===== src/rtl/ram_loader_pkg.sv =====
// Shared types for the RAM stream loader.
// Holds the loader FSM state encoding and default sizing.
package ram_loader_pkg;

  localparam int DEF_DATA_BITS = 32;
  localparam int DEF_RAM_WORDS = 19;

  typedef enum logic [1:0] {
    IDLE,
    LOAD,
    COMMIT,
    DONE
  } loader_state_t;

endpackage


===== src/rtl/ram_stream_loader.sv =====
// Stream-to-RAM fill stage: writes accepted words to addresses 0.. and
// pulses done_out once the frame is committed; all outputs registered.
// Ports: clk, reset (sync, active-high), start_in, valid_in, data_in,
//   last_in -> ready_out, write_enable_out, address_out, data_out,
//   done_out, words_loaded_out.
module ram_stream_loader
  import ram_loader_pkg::*;
#(
  parameter int NUM_DATA_BITS = DEF_DATA_BITS,
  parameter int NUM_RAM_WORDS = DEF_RAM_WORDS
) (
  input  logic                   clk,
  input  logic                   reset,
  input  logic                   start_in,
  input  logic                   valid_in,
  input  logic [NUM_DATA_BITS-1:0] data_in,
  input  logic                   last_in,
  output logic                   ready_out,
  output logic                   write_enable_out,
  output logic [$clog2(NUM_RAM_WORDS)-1:0]
                                 address_out,
  output logic [NUM_DATA_BITS-1:0] data_out,
  output logic                   done_out,
  output logic [$clog2(NUM_RAM_WORDS+1)-1:0]
                                 words_loaded_out
);

  localparam int AW = $clog2(NUM_RAM_WORDS);
  localparam int CW = $clog2(NUM_RAM_WORDS + 1);
  localparam logic [CW-1:0] LAST_IDX =
    CW'(NUM_RAM_WORDS - 1);

  loader_state_t state;
  logic [CW-1:0] count;
  logic          accept;
  logic          last_word;

  assign accept = valid_in && ready_out;

  // Full frame ends the load even without last_in,
  // so the address never wraps.
  assign last_word = last_in || (count == LAST_IDX);

  always_ff @(posedge clk) begin
    if (reset) begin
      state            <= IDLE;
      count            <= '0;
      ready_out        <= 1'b0;
      write_enable_out <= 1'b0;
      address_out      <= '0;
      data_out         <= '0;
      done_out         <= 1'b0;
      words_loaded_out <= '0;
    end else begin
      write_enable_out <= 1'b0;
      done_out         <= 1'b0;
      unique case (state)
        IDLE: begin
          if (start_in) begin
            state     <= LOAD;
            count     <= '0;
            ready_out <= 1'b1;
          end
        end
        LOAD: begin
          if (accept) begin
            write_enable_out <= 1'b1;
            address_out      <= AW'(count);
            data_out         <= data_in;
            count            <= count + 1'b1;
            if (last_word) begin
              state     <= COMMIT;
              ready_out <= 1'b0;
            end
          end
        end
        // Final write is on the RAM pins this cycle.
        COMMIT: begin
          state            <= DONE;
          done_out         <= 1'b1;
          words_loaded_out <= count;
        end
        DONE: begin
          state <= IDLE;
        end
      endcase
    end
  end

endmodule


===== config.mk =====
export PLATFORM = sky130hd
export DESIGN_NAME = ram_stream_loader
export DESIGN_NICKNAME = d
export VERILOG_FILES = /design/src/rtl/ram_loader_pkg.sv /design/src/rtl/ram_stream_loader.sv
export SDC_FILE = /design/constraint.sdc
export NUM_CORES = 1
export LEC_CHECK = 0
export CAP_MARGIN = 20
export CORE_MARGIN = 10
export CORE_UTILIZATION = 30
export CTS_BUF_LIST = sky130_fd_sc_hd__clkbuf_16
export DETAILED_ROUTE_END_ITERATION = 7
export GPL_TIMING_DRIVEN = 0
export SLEW_MARGIN = 10
export SYNTH_ARGS = -nofsm -noshare
export SYNTH_HDL_FRONTEND = slang
export SYNTH_SLANG_ARGS = --single-unit

===== constraint.sdc =====
create_clock -name clk -period 3.5 [get_ports clk]
set_input_delay 0.7 -clock clk [delete_from_list [all_inputs] [get_ports clk]]
set_output_delay 0.7 -clock clk [all_outputs]
set_load 0.005 [all_outputs]

==> results of run 1 <==
## path summary, 6_finish.rpt
path	startpoint	to	slack [ps]	cells past startpoint
worst max register to register	state[1]$_SDFFE_PP0P_	count[4]$_SDFFE_PP0P_	1830	6
worst max-delay path	reset	data_out[19]$_SDFFE_PP0P_	1520	4
worst min register to register	data_out[26]$_SDFFE_PP0P_	data_out[26]$_SDFFE_PP0P_	450	2
worst min-delay path	data_out[26]$_SDFFE_PP0P_	data_out[26]$_SDFFE_PP0P_	450	2
## placed cells by master (no fill, tap or decap), types with 2 or more instances in the layout
master            n
or4b_1            2
mux2i_1           7
nand2b_1          3
o21ai_0           2
a211oi_1          3
clkdlybuf4s50_1  81
nand2_1          76
ha_1              5
a21oi_1          42
nor2b_1           2
clkbuf_16         5
inv_1             7
nor2_1            6
dfxtp_1          52
clkbuf_1          7
nand3_1           3
o31ai_1           3
buf_2             7
or4_1             3
## metal layers
| layer | wire length (um) | vias to the layer above |
|---|---|---|
| li1 | - | 967 |
| met1 | 2530 | 840 |
| met2 | 2510 | 57 |
| met3 | 575 | 5 |
| met4 | 34 | 0 |
| met5 | 0 | - |
## final cells by class
class / count / area [sq um] / area share (%)
Buffer: 15 / 72.6 / 2.38
Tap cell: 77 / 96.3 / 3.16
Inverter: 6 / 22.5 / 0.740
Timing Repair Buffer: 81 / 811 / 26.6
Clock buffer: 5 / 125 / 4.11
Sequential cell: 52 / 1040 / 34.2
Multi-Input combinational cell: 165 / 861 / 28.3
Clock inverter: 3 / 15.0 / 0.493
## power groups by stage
stage	registers [W]	clock network [W]	logic, W
after floorplan	0.000665	0	0.000196
after global placement	0.000665	0	0.000336
after detailed placement	0.000666	0	0.000341
after CTS	0.000652	0.000488	0.000342
after global routing	0.000658	0.000506	0.000372
final	0.000652	0.000471	0.000336
## sequential cells by signal, summed over array words and instances (netlist names)
signal	count
state	2
words_loaded_out	5
done_out	1
address_out	5
count	5
ready_out	1
write_enable_out	1
data_out	32
## cell usage after synthesis
| cell type | count | share of area [%] |
|---|---|---|
| inv_1 | 6 | 1.1 |
| or2_2 | 1 | 0.31 |
| nand3_1 | 3 | 0.75 |
| dfxtp_1 | 52 | 52 |
| a21boi_2 | 1 | 0.56 |
| a211oi_1 | 3 | 1.1 |
| nand2_1 | 76 | 14 |
| a2111oi_0 | 1 | 0.44 |
| nor3_1 | 1 | 0.25 |
| nand3b_1 | 1 | 0.38 |
| buf_2 | 7 | 1.8 |
| nand2b_1 | 3 | 0.94 |
| a311o_1 | 1 | 0.50 |
| a21oi_1 | 42 | 11 |
| o21ai_0 | 2 | 0.50 |
| mux2i_1 | 7 | 3.5 |
| or4b_1 | 2 | 1.0 |
| nand4bb_1 | 1 | 0.56 |
| o31ai_1 | 3 | 1.1 |
| or4_1 | 3 | 1.1 |
| nor2b_1 | 2 | 0.63 |
| clkbuf_1 | 7 | 1.3 |
| and3_1 | 1 | 0.31 |
| ha_1 | 5 | 3.1 |
| buf_6 | 1 | 0.56 |
| nor2_1 | 6 | 1.1 |
## per-stage QoR
| step | hold WS, ps | util [%] | instance area [sq um] | total power (W) | std cells |
|---|---|---|---|---|---|
| floorplan | 453 | - | 2000 | 0.000861 | 238 |
| global placement | 442 | 45.2 | 2900 | 0.00100 | 396 |
| detailed placement | 446 | 45.2 | 2900 | 0.00101 | 396 |
| CTS | 455 | 47.4 | 3040 | 0.00148 | 404 |
| global route | 476 | 47.4 | 3040 | 0.00154 | 404 |
| finish | 452 | 47.4 | 3040 | 0.00146 | 404 |
## worst min-delay path, stage by stage (launching register included)
cell     delay, ps
dfxtp_1        310
nand2_1         50
a21oi_1         50
## kinds of logic (layout without fill, tap and decap cells)
family | Yosys count | in the layout
simple gates | 100 | 100
flops | 52 | 52
mux | 7 | 7
fa+ha+maj | 5 | 5
compound gates | 53 | 53
buf+inv | 21 | 110
==> impl_metrics.tcl, run 1 <==
set metrics [dict create \
    required_ps 3650 \
    grt_setup_unrepaired "no" \
    die_y_um 102 \
    switching_share_pct 27.4 \
    synth_cell_types 26 \
    drive_gt1_share_pct 4.89 \
    cpMostUsedCell "clkbuf_1" \
    grt.busiest_layer "met2" \
    critPathTopFamily "buffers and inverters" \
    grt_usage_pct 10.6 \
    irDropWorstVdd_mv 0.226 \
    rows 29 \
    start_kind "primary input" \
    top_level_ports 82 \
    use_met1_pct 12.7 \
    post-route-period-util_pct 56.6 \
    fill_cells 660 \
    clkSinkCount 52 \
    place_ws_ps 1160 \
    yosys_warnings 0 \
    synth-simple-area-share_pct 21.7 \
    clock_skew_ps 5.18 \
    finalNetCount 368 \
    wl_per_cell_um 14.0 \
    slew_viol_final 0 \
    seq_area_frac_synth_pct 52.1 \
    synth_top_family_by_area "simple AND/OR/NAND/NOR gates" \
    die_area_sq_um 10300 \
    period_needed_ps 1980 \
    synth_compound_area_share_pct 14.8 \
    grt_pass1_wl_um 8950 \
    seq_power_share_pct 44.6 \
    final_hold_viol_count 0 \
    synthXorXnorAreaFrac_pct 0 \
    drv_cap 0 \
    ys_ff_latch 52 \
    met3_usage_pct 4.77 \
    place_congestion 0.747 \
    fmax_ghz 0.505 \
    core_sq_um 6420 \
    drc_errors 0 \
    cp_cell_sequence "clkdlybuf4s50_1 > clkbuf_1 > clkbuf_1 > a21oi_1" \
    vias 1869 \
    wl_um 5650 \
    path_max_fanout 10 \
    grt_overflow 0 \
    synth_area_per_cell_sq_um 8.39 \
    cts_max_level 2 \
    synthAdderAreaFrac_pct 3.13 \
    cts.path.max_buffers 2 \
    detail-route-antenna-nets 0 \
    crit_buf_inv 3 \
    syn_inst 238 \
    cts_resized 0 \
    power.leakage_nw 1.03 \
    min_path_type "register to register" \
    drtIter0Drc 68 \
    postCtsHoldBufs 0 \
    p_comb_share_pct 23.0 \
    clk_latency_ps 290 \
    synth.area.mux_share_pct 3.51 \
    post_cts_buffers 0 \
    grt_antenna_before_repair 0 \
    tns_ps 0 \
    pwr-share-clk_pct 32.3 \
    drtPass1Iterations 4 \
    cp_slowest_cell "clkdlybuf4s50_1" \
    max_slew_margin_pct 62.9 \
    tritoncts "yes" \
    status "finished clean" \
    via_per_inst 4.63 \
    syn_to_final_growth_pct 52.4 \
    grt_max_degree 16 \
    mappedNetlistArea_sq_um 2000 \
    switchingPower_w 0.000400 \
    start_util_pct 31.1 \
    die_w_um 102 \
    setup_viol 0 \
    synth_fp_nets 280 \
    max_stage_delay_ps 550 \
    worstPathArrival_ps 2130 \
    n_antenna_cell 0 \
    port_buffers 81 \
    grt_pass1_vias 1784 \
    root_buffer "clkbuf_16" \
    layout_setup_ws_ps 1520 \
    cts_buffers 5 \
    met2_usage_pct 17.0 \
    worstMarginPinSlew_ps 541 \
    internal-power_w 0.00106 \
    clk_pin_slew_ps 60 \
    crit_type "primary input to register" \
    dp_hpwl_um 4230 \
    cellPowerDensity_nw_per_um2 479 \
    endpoint_kind "register" \
]
No activity file was read; power rests on OpenSTA's default activity.
==> inputs of run 2 (changes only) <==
clock period = 1.9 ns   (was 3.5 ns; I/O delays follow)
==> results of run 2 <==
The final DEF is identical to that of run 1. Status: finished clean.
Main changes from that run: setup slack after placement 1160 ps -> -121 ps; clock-pin slew on the worst setup and hold paths 60 ps -> 70 ps; setup slack after layout 1520 ps -> 228 ps; start point of the critical path reset -> state[1]$_SDFFE_PP0P_; end point of the critical path data_out[19]$_SDFFE_PP0P_ -> count[4]$_SDFFE_PP0P_; register-to-register setup slack 1830 ps -> 230 ps; total power 0.00146 W -> 0.00269 W; worst IR drop on VDD 0.226 mV -> 0.416 mV
==> inputs of run 3 (changes only) <==
CORE_UTILIZATION = 38   (was 30)
PLACE_DENSITY = 0.75   (was default)
clock period = 1.5 ns   (was 1.9 ns; I/O delays follow)
==> run 3 against run 2 <==
Effect of this change:
- the flow now finishes with violations (negative setup slack)
- clock skew rose by 1.4 ps
- hold slack improved by 1.4 ps
- die area fell by 17%
- routed wire length rose by 0.21%
- design area rose by 4.7%
- register-to-register slack got worse by 240 ps
- via count rose by 3.0%
- total power rose by 37%
- non-clock buffer count rose by 5
- critical path depth fell by 1
- core utilization rose by 15 points
- critical endpoint is now count[0]$_SDFFE_PP0P_
- largest cell class unchanged
==> impl_metrics.tcl, run 3 (synthesis results as in run 1) <==
set metrics [dict create \
    critPathLaunch "state[0]$_SDFFE_PP0P_" \
    setup_viol 2 \
    vias 1925 \
    min_path_cells 2 \
    finalNetCount 373 \
    status "complete, but fails checks" \
    layout_setup_ws_ps -14.8 \
    port_buffers 81 \
    rows 26 \
    rr_endpoint "count[0]$_SDFFE_PP0P_" \
    path_max_fanout 4 \
    die_y_um 92.5 \
    worstMarginPinSlew_ps 389 \
    grt_setup_unrepaired "yes" \
    endpoint_kind "register" \
    cellPowerDensity_nw_per_um2 1150 \
    grt_antenna_before_repair 0 \
    clkSinkCount 52 \
    drtIter0Drc 47 \
    syn_to_final_growth_pct 59.6 \
    fill_cells 462 \
    final_hold_viol_count 0 \
    tritoncts "yes" \
    violations "negative setup slack" \
    max_slew_margin_pct 74.1 \
    dr.max_layer_used "met4" \
    hold_ws_ps 453 \
    final_cell_mix "79 x clkdlybuf4s50_1, 76 x nand2_1, 47 x dfxtp_1" \
    tns_ps -20.7 \
    worstPathArrival_ps 1720 \
    post-route-period-util_pct 101 \
    crit_type "register to register" \
    drv_cap 0 \
    power.leakage_nw 1.10 \
    via_per_inst 4.80 \
    grt_max_degree 16 \
    r2r_slack_ps -10 \
    drtPass1Iterations 4 \
    cts_buffers 5 \
    wl_met1_um 2620 \
    die_w_um 92.5 \
    required_ps 1710 \
    grt_pass1_wl_um 9100 \
    grt_overflow 0 \
    largest-register "data_out" \
    place_congestion 0.746 \
    cts.path.max_buffers 2 \
    drive_gt1_share_pct 13.0 \
    crit_end "count[0]$_SDFFE_PP0P_" \
    grt_pass1_vias 1781 \
    r2r-start "state[0]$_SDFFE_PP0P_" \
    root_buffer "clkbuf_16" \
    start_util_pct 39.1 \
    fmax_ghz 0.660 \
    top_level_ports 82 \
    wl_per_cell_um 14.1 \
    clk_pin_slew_ps 60 \
    dp_hpwl_um 4140 \
    n_antenna_cell 0 \
    period_needed_ps 1510 \
    largest_reg_flops 32 \
    r2r_cells 5 \
    wl_um 5660 \
    start_kind "register" \
    detail-route-antenna-nets 0 \
    final_core_util_pct 62.4 \
    wl_met3_um 383 \
    slew_viol_final 0 \
    die_area_sq_um 8550 \
    grt_usage_pct 12.6 \
    clk_latency_ps 280 \
    core_sq_um 5110 \
    min_path_type "register to register" \
    cts_max_level 2 \
    final_common_cell "clkdlybuf4s50_1" \
    drc_errors 0 \
    irDropWorstVdd_mv 0.696 \
    wl_met2_um 2630 \
    place_ws_ps -450 \
    clock_skew_ps 6.59 \
]
run 3: cell types whose count changed in the layout (fill, tap and decap cells not counted), moves of 3 or more:
cell      delta
dfxtp_2      +4
clkbuf_2     +5
inv_1        -3
buf_2        -7
clkbuf_1     -6
buf_4       +10
dfxtp_1      -5
a21oi_1      -3
a21oi_2      +3
buf_6        +3
ha_1         -3
run 3: layer usage:
layer	track usage (%)	vias to the layer above
met1	16.2	878
met4	1.93	0
met5	0	-
met2	19.9	69
li1	-	974
met3	4.84	4
run 3: how the worst min path moves through the flow:
| stage | start | to |
|---|---|---|
| floorplan | data_in[0] | data_out[0]$_SDFFE_PP0P_ |
| global placement | data_out[3]$_SDFFE_PP0P_ | data_out[3]$_SDFFE_PP0P_ |
| detailed placement | data_out[5]$_SDFFE_PP0P_ | data_out[5]$_SDFFE_PP0P_ |
| CTS | data_out[5]$_SDFFE_PP0P_ | data_out[5]$_SDFFE_PP0P_ |
| global route | data_out[13]$_SDFFE_PP0P_ | data_out[13]$_SDFFE_PP0P_ |
| finish | data_out[5]$_SDFFE_PP0P_ | data_out[5]$_SDFFE_PP0P_ |
run 3: timing repair:
action | CTS | global route
gates resized for setup | 20 | 20
hold buffers | 0 | 0
setup buffers | 4 | 3
pin swaps | 5 | 7
endpoints found under the setup margin | 39 | 39
run 3: critical path, stage by stage, from the launching register on:
cell and delay, ps:
dfxtp_2 360, inv_2 60, ha_4 180, nor2b_2 170, or4b_1 530, a21oi_2 140
run 3: power breakdown:
part           switching, W  internal [W]  total, W
Clock              0.000472      0.000606   0.00108
Sequential        0.0000673       0.00147   0.00154
Combinational      0.000471      0.000592   0.00106
Total               0.00101       0.00267   0.00368
run 3: layout make-up:
cell class | instances | area [sq um] | area share [%]
Buffer | 13 | 96.3 | 3.02
Clock buffer | 5 | 125 | 3.92
Clock inverter | 2 | 12.5 | 0.392
Inverter | 6 | 25.0 | 0.785
Multi-Input combinational cell | 165 | 927 | 29.1
Sequential cell | 52 | 1050 | 32.9
Tap cell | 70 | 87.6 | 2.75
Timing Repair Buffer | 88 | 865 | 27.1
run 3: per-stage QoR:
stage	power (W)	cells	cell area, sq um
6_report	0.00368	401	3190
5_1_grt	0.00389	401	3190
4_1_cts	0.00359	399	3110
3_5_place_dp	0.00237	389	2900
3_3_place_gp	0.00234	389	2900
2_1_floorplan	0.00203	238	2010
